File: src/rtl/pipeline_hazard_ctrl.sv
// Stall/flush scheduler for the 5-stage pipeline: data-memory wait, redirect and load-use
// hazards, a wait-state FSM with sticky timeout, and saturating stall/flush counters.
module pipeline_hazard_ctrl #(
    parameter int WAIT_TIMEOUT = 16,
    parameter int CNT_W        = 32
) (
    input  logic             clk,
    input  logic             rst,
    input  logic [4:0]       id_rs1,
    input  logic [4:0]       id_rs2,
    input  logic             id_use_rs1,
    input  logic             id_use_rs2,
    input  logic [4:0]       ex_rd,
    input  logic             ex_is_load,
    input  logic             mem_redirect,
    input  logic             dmem_req,
    input  logic             dmem_ready,
    output logic             pc_stall,
    output logic             if_id_stall,
    output logic             id_ex_stall,
    output logic             ex_mem_stall,
    output logic             if_id_flush,
    output logic             id_ex_flush,
    output logic             ex_mem_flush,
    output logic             mem_wb_flush,
    output logic             dmem_timeout,
    output logic [CNT_W-1:0] stall_cycles,
    output logic [CNT_W-1:0] flush_events
);

    typedef enum logic {
        RUN      = 1'b0,
        MEM_WAIT = 1'b1
    } state_t;

    localparam logic [7:0]       WAIT_LIMIT = 8'(WAIT_TIMEOUT);
    localparam logic [CNT_W-1:0] CNT_MAX    = '1;

    state_t           state_q, state_d;
    logic [7:0]       wait_cnt_q, wait_cnt_d;
    logic             dmem_timeout_q, dmem_timeout_d;
    logic [CNT_W-1:0] stall_cycles_q, stall_cycles_d;
    logic [CNT_W-1:0] flush_events_q, flush_events_d;

    logic mem_wait;
    logic redirect;
    logic rs_match;
    logic load_use;

    // Hazard classification, highest priority first; lower ones are masked.
    always_comb begin
        mem_wait = dmem_req & ~dmem_ready;
        redirect = mem_redirect & ~mem_wait;
        rs_match = (id_use_rs1 & (id_rs1 == ex_rd)) | (id_use_rs2 & (id_rs2 == ex_rd));
        load_use = ex_is_load & (ex_rd != 5'd0) & rs_match & ~mem_wait & ~redirect;
    end

    always_comb begin
        pc_stall     = mem_wait | load_use;
        if_id_stall  = mem_wait | load_use;
        id_ex_stall  = mem_wait;
        ex_mem_stall = mem_wait;
        if_id_flush  = redirect;
        id_ex_flush  = redirect | load_use;
        ex_mem_flush = redirect;
        mem_wb_flush = mem_wait;
    end

    always_comb begin
        state_d        = mem_wait ? MEM_WAIT : RUN;
        wait_cnt_d     = 8'd0;
        dmem_timeout_d = dmem_timeout_q;
        if (state_q == MEM_WAIT && mem_wait) begin
            wait_cnt_d = (wait_cnt_q >= WAIT_LIMIT) ? WAIT_LIMIT : wait_cnt_q + 8'd1;
            if (wait_cnt_d == WAIT_LIMIT) begin
                dmem_timeout_d = 1'b1;
            end
        end
    end

    always_comb begin
        stall_cycles_d = stall_cycles_q;
        flush_events_d = flush_events_q;
        if (pc_stall && stall_cycles_q != CNT_MAX) begin
            stall_cycles_d = stall_cycles_q + 1'b1;
        end
        if (redirect && flush_events_q != CNT_MAX) begin
            flush_events_d = flush_events_q + 1'b1;
        end
    end

    always_ff @(posedge clk or posedge rst) begin
        if (rst) begin
            state_q        <= RUN;
            wait_cnt_q     <= 8'd0;
            dmem_timeout_q <= 1'b0;
            stall_cycles_q <= '0;
            flush_events_q <= '0;
        end else begin
            state_q        <= state_d;
            wait_cnt_q     <= wait_cnt_d;
            dmem_timeout_q <= dmem_timeout_d;
            stall_cycles_q <= stall_cycles_d;
            flush_events_q <= flush_events_d;
        end
    end

    assign dmem_timeout = dmem_timeout_q;
    assign stall_cycles = stall_cycles_q;
    assign flush_events = flush_events_q;

endmodule

File: config.mk
export PLATFORM = sky130hd
export DESIGN_NAME = pipeline_hazard_ctrl
export DESIGN_NICKNAME = d
export VERILOG_FILES = /design/src/rtl/pipeline_hazard_ctrl.sv
export SDC_FILE = /design/constraint.sdc
export NUM_CORES = 1
export LEC_CHECK = 0
export CORE_MARGIN = 1
export CORE_UTILIZATION = 37
export DETAILED_ROUTE_END_ITERATION = 7
export PLACE_DENSITY = 0.61
export SYNTH_ARGS = -nofsm -noshare
export SYNTH_HDL_FRONTEND = slang
export SYNTH_SLANG_ARGS = --single-unit
export TNS_END_PERCENT = 30
File: constraint.sdc
create_clock -name clk -period 3.16 [get_ports clk]
set_input_delay 0.316 -clock clk [delete_from_list [all_inputs] [get_ports clk]]
set_output_delay 0.316 -clock clk [all_outputs]
set_load 0.01 [all_outputs]
## Word-level counts from Yosys, hierarchy flattened

Index checks and enable logic that the tools add are counted.

| storage, ports and cells | value |
|---|---|
| flip-flop bits (word level) | 74 |
| bits of input ports | 23 |

| cells by class | value |
|---|---|
| mux-type cells | 3 |
| magnitude comparators | 1 |
| equality and inequality tests | 5 |
| reductions and logical operators | 5 |
| bitwise operators | 14 |
| $add $sub $neg | 3 |

Operators by type and width:

| operator | number |
|---|---|
| $add 32x1->32 const B | 2 |
| $ne 32x32->1 const B | 2 |
| $mux 8 | 2 |
| $eq 5x5->1 | 2 |
| $add 8x1->8 const B | 1 |
| $and 1x1->1 | 8 |
| $eq 8x5->1 const B | 1 |
| $ge 8x5->1 const B | 1 |
| $reduce_bool 5->1 | 1 |
| $logic_and 1x1->1 | 3 |
| $not 1->1 | 3 |
| $or 1x1->1 | 3 |
| $reduce_and 2->1 | 1 |
| $mux 1 | 1 |

## Depth between registers and ports, before layout

| logic depth | value |
|---|---|
| word-level depth | 8 |
| mapped depth | 8 |

## Least setup slack after synthesis

OpenSTA, ideal clock, no wires.

| timing path | value |
|---|---|
| path type | flip-flop to flip-flop |
| start | register stall_cycles_q[0], in the netlist stall_cycles[0] |
| end | register stall_cycles_q[1], in the netlist stall_cycles[1] |
| required time | 3035 ps |
| data arrival time | 2232 ps |
| period minus slack after synthesis | 2356 ps |
| stages on the path, launching flop included | 8 |
| path slack | 804 ps |
| path buffers | 1 |
| setup time | 125 ps |
| path through | dfrtp_1 > ha_1 > nand3_1 > nor4_1 > nand2_1 > o211ai_4 > buf_6 > mux2_2 |

| between the ends | value |
|---|---|
| cells in the longest elaborated chain, start to end | 2 |

RTL lines:

| element | RTL line | RTL |
|---|---|---|
| from (decl) | 42 | `logic [CNT_W-1:0] stall_cycles_q, stall_cycles_d;` |
| from (signal assigned) | 103 | `stall_cycles_q <= stall_cycles_d;` |
| branches (longest 2 deep; another with $add 32x1->32) | - |  |

Parallel ways; which one is timed is not known.
A chain may end at the register's enable or synchronous reset.

## Worst setup path after layout

| timing path | value |
|---|---|
| start | input port ex_rd[0] |
| end | output port pc_stall |

| between the ends | value |
|---|---|
| cells in the longest elaborated chain, start to end | 7 |

RTL lines:

| element | RTL line | RTL |
|---|---|---|
| from (decl) | 13 | `input logic [4:0] ex_rd,` |
| $eq 5x5->1 | 54 | `rs_match = (id_use_rs1 & (id_rs1 == ex_rd)) \| (id_use_rs2 & (id_rs2 == ex_rd));` |
| $and 1x1->1 | 54 |  |
| $or 1x1->1 | 54 |  |
| $and 1x1->1 * (3 in a row) | 55 | `load_use = ex_is_load & (ex_rd != 5'd0) & rs_match & ~mem_wait & ~redirect;` |
| $or 1x1->1 * | 59 | `pc_stall = mem_wait \| load_use;` |
| to (decl) | 18 | `output logic pc_stall,` |

Every way passes the cells marked *; elsewhere a longest branch is shown, timed or not.

==> summary.md <==
| Metric | Value |
|---|---|
| Die area | `0.01023 mm^2` |
| Post-synthesis instance total | `350` |
| Clk_lat worst skew | `0.33 ns` |
| Worst-margin pin slew | `0.8132 ns` |
| Minimum clock period | `2.727 ns` |
| Seq cells post-synth | `74` |
| Syn Area/Cell | `about 10 um^2` |
| VDD IR max | `0.3233 mV` |
| RePlAce Congestion | `0.8239` |
| Yosys warnings | `0` |
| FFs w/ async S/R, synth | `1.000` |
| Hold Vio Cnt, Final | `0` |
| Vias | `2877` |
| CTS sink cnt | `74` |
| Area of the multi-input gates | `around 0.0017 mm^2` |
| Class of the worst hold path | `in2async` |
| Worst-path clk slew | `approximately 0.07 ns` |
| First-pass iteration count of the detailed router | `6` |
| I/O Buffers | `95` |
| Critical Path Sink Type | `output pin` |
| CP startpoint kind | `primary input` |
| Part of the cycle the worst path needs | `0.8629` |
| Compound-cell area share of the yosys netlist | `0.03955` |
| Starting Density | `0.3883` |
| CP delay by family, top | `buffers and inverters` |
| Detailed Route WL | `roughly 8000 um` |
| Post-CTS setup buffer count | `0` |
| Yosys top cell area share | `0.5089` |
| Critical-path maximum fanout | `3` |
| Storage cell area | `around 0.0019 mm^2` |
| Worst path cell trace | `clkdlybuf4s50_1 -> or4_1 -> o21ai_0 -> nor2_1 -> a21oi_1 -> inv_1 -> clkdlybuf4s50_1` |
| Core area | `0.009371 mm^2` |
| Most used DFF post-synth | `dfrtp_1` |
| Slowest stage delay, CP | `between 0.5 and 0.6 ns` |
| Synthesized cell area | `0.003638 mm^2` |
| Vias per cell | `4.901` |
| Mux share of post-synthesis cell area | `0.009285` |
| Sequential share of the synthesized area | `0.5089` |
| Largest net degree at the start of global routing | `33` |
| Total Routing Usage GR | `0.1654` |
| Antenna-violating nets left | `0` |
| Netlist cell types | `43` |
| Final core utilization | `0.5222` |
| Most used cell, CP | `clkdlybuf4s50_1` |
| Worst Path Buf+Inv | `3` |
| Max Clock Freq | `0.3667 GHz` |
| Most common cell after layout, fill and taps aside | `clkdlybuf4s50_1` |
| Critical path arrival | `between 2 and 2.5 ns` |
| H-tree depth | `3` |
| Slew Limit Fails | `0` |
| Gr ovfl total | `0` |
| Synth Area in Adders | `0.01376` |
| Die Span Y | `101.2 um` |
| Outcome | `finished clean` |
| CP required | `2.84 ns` |
| Wire per inst | `13.56 um` |
| Hpwl dp | `5828 um` |
| Max Cap Viol | `0` |
| Std-Cell Rows | `35` |
| Setup Skew | `0.003808 ns` |
| Clk root buf | `clkbuf_8` |
| CTS tree | `built` |
| Rel. slew slack | `0.4553` |
| Filler Cells Inserted | `890` |
| Number of global-route vias before repair | `~2.9k` |
| Setup TNS | `0 ns` |
| Initial antenna violation count | `0` |
| Top area cells in the synthesized netlist | `dfrtp_1, xor2_1, xnor2_1` |
| Kind of critical path | `in2out` |
| I/O Pins | `96` |
| DR DRC count | `0` |
| RSZ-0062 raised after global routing | `no` |
| Final net count | `482` |
| Total CTS buffers | `9` |
| Xor and xnor area share after synthesis | `0.1709` |
| Clock buffer depth | `2` |
| Pwr dens | `439.1 mW/mm^2` |
| Slowest-stage cell, CP | `or4_1` |
| Cell taking the most area after synthesis | `dfrtp_1` |
| Global-route wire length before repair | `13450 um` |
| Power consumption | `between 2 and 2.5 mW` |
| Post-CTS sizing | `0` |
| Share of cells above drive strength 1 | `0.06332` |
| Total leakage power | `roughly 2.2 nW` |
| Most frequent cells in the layout | `clkdlybuf4s50_1, dfrtp_1, xor2_1` |
| Largest family of logic cells by synthesized area | `simple AND/OR/NAND/NOR gates` |
| Hold-fix buffers, CTS | `0` |
| Die width | `between 100 and 150 um` |
| Ant diodes | `0` |
| Endpoints failing setup | `0` |
| Area grow syn2layout | `34.49%` |
| DR iter-0 viols | `85` |
| Post-synthesis simple-gate area fraction | `0.2263` |
| Post-synth EDFFs | `0` |
[layer usage]
metal | vias to the layer above | GRT usage | part of all wire
li1 | 1407 | - | -
met1 | 1374 | 0.2220 | 0.48
met2 | 89 | 0.2643 | 0.45
met3 | 7 | 0.04693 | 0.054
met4 | 0 | 0.04236 | 0.0082
met5 | - | 0 | 0
[stage by stage]
stage               setup WS, ns  hold slack, ns  cell area, um^2  cells
finish                    0.4332          0.2696             4893    587
global route              0.3121          0.3081             4893    587
CTS                       0.4259          0.2648             4893    587
detailed placement        0.4296          0.4554             4735    573
global placement          0.4458          0.4607             4735    573
floorplan                 0.8036          0.4736             3646    352
[path summary, 6_finish.rpt]
check,depth (start not counted),start,slack (ns),end
hold / removal,2,rst,0.27,flush_events[28]
setup / recovery,7,ex_rd[0],0.43,pc_stall
setup reg to reg,7,stall_cycles[0],0.59,stall_cycles[1]
hold reg to reg,1,dmem_timeout,0.46,dmem_timeout
max in group asynchronous,3,rst,2.14,stall_cycles[19]
min in group clk,1,dmem_timeout,0.46,dmem_timeout
[synthesized netlist by cell type (2+ instances only)]
master    number
o211ai_1       2
nor3b_1        2
nor4_1         5
dfrtp_1       74
and2_1         4
inv_1         13
nor3_1        18
ha_1           4
mux2_2         3
nand2_1       28
o22ai_1        2
o21a_1         2
nand3_1       32
and4_1         5
and3_1         8
a21oi_1        4
buf_6          2
buf_4          4
nand4_1       14
xnor2_1       32
o21ai_0        2
xor2_1        39
or4_1          2
nor2_1        30
[power by group]
| part | switching, mW | internal (mW) |
|---|---|---|
| clock network | 0.326 | 0.296 |
| registers | 0.0962 | 1.02 |
| logic | 0.172 | 0.237 |
| total | 0.594 | 1.55 |
[layout make-up]
type | instances | area share
Tap cell | 129 | 0.03298
Clock inverter | 3 | 0.003580
Sequential cell | 74 | 0.3784
Clock buffer | 11 | 0.02889
Timing Repair Buffer | 100 | 0.2020
Multi-Input combinational cell | 257 | 0.3442
Inverter | 13 | 0.009972
[state kept, by name (all words and copies together) (netlist names)]
name / count
dmem_timeout: 1
state_q: 1
wait_cnt_q: 8
flush_events: 32
stall_cycles: 32
[cell families (layout without fill, tap and decap cells)]
| family | Yosys count | after routing |
|---|---|---|
| flip-flops | 74 | 74 |
| AO/OA/AOI/OAI | 19 | 19 |
| multiplexers | 3 | 3 |
| AND/OR/NAND/NOR | 157 | 157 |
| adder cells (fa/ha/maj) | 4 | 4 |
| other | 1 | 3 |
| XOR/XNOR | 71 | 71 |
| buffers and inverters | 21 | 127 |
No activity file was read; power rests on OpenSTA's default activity.
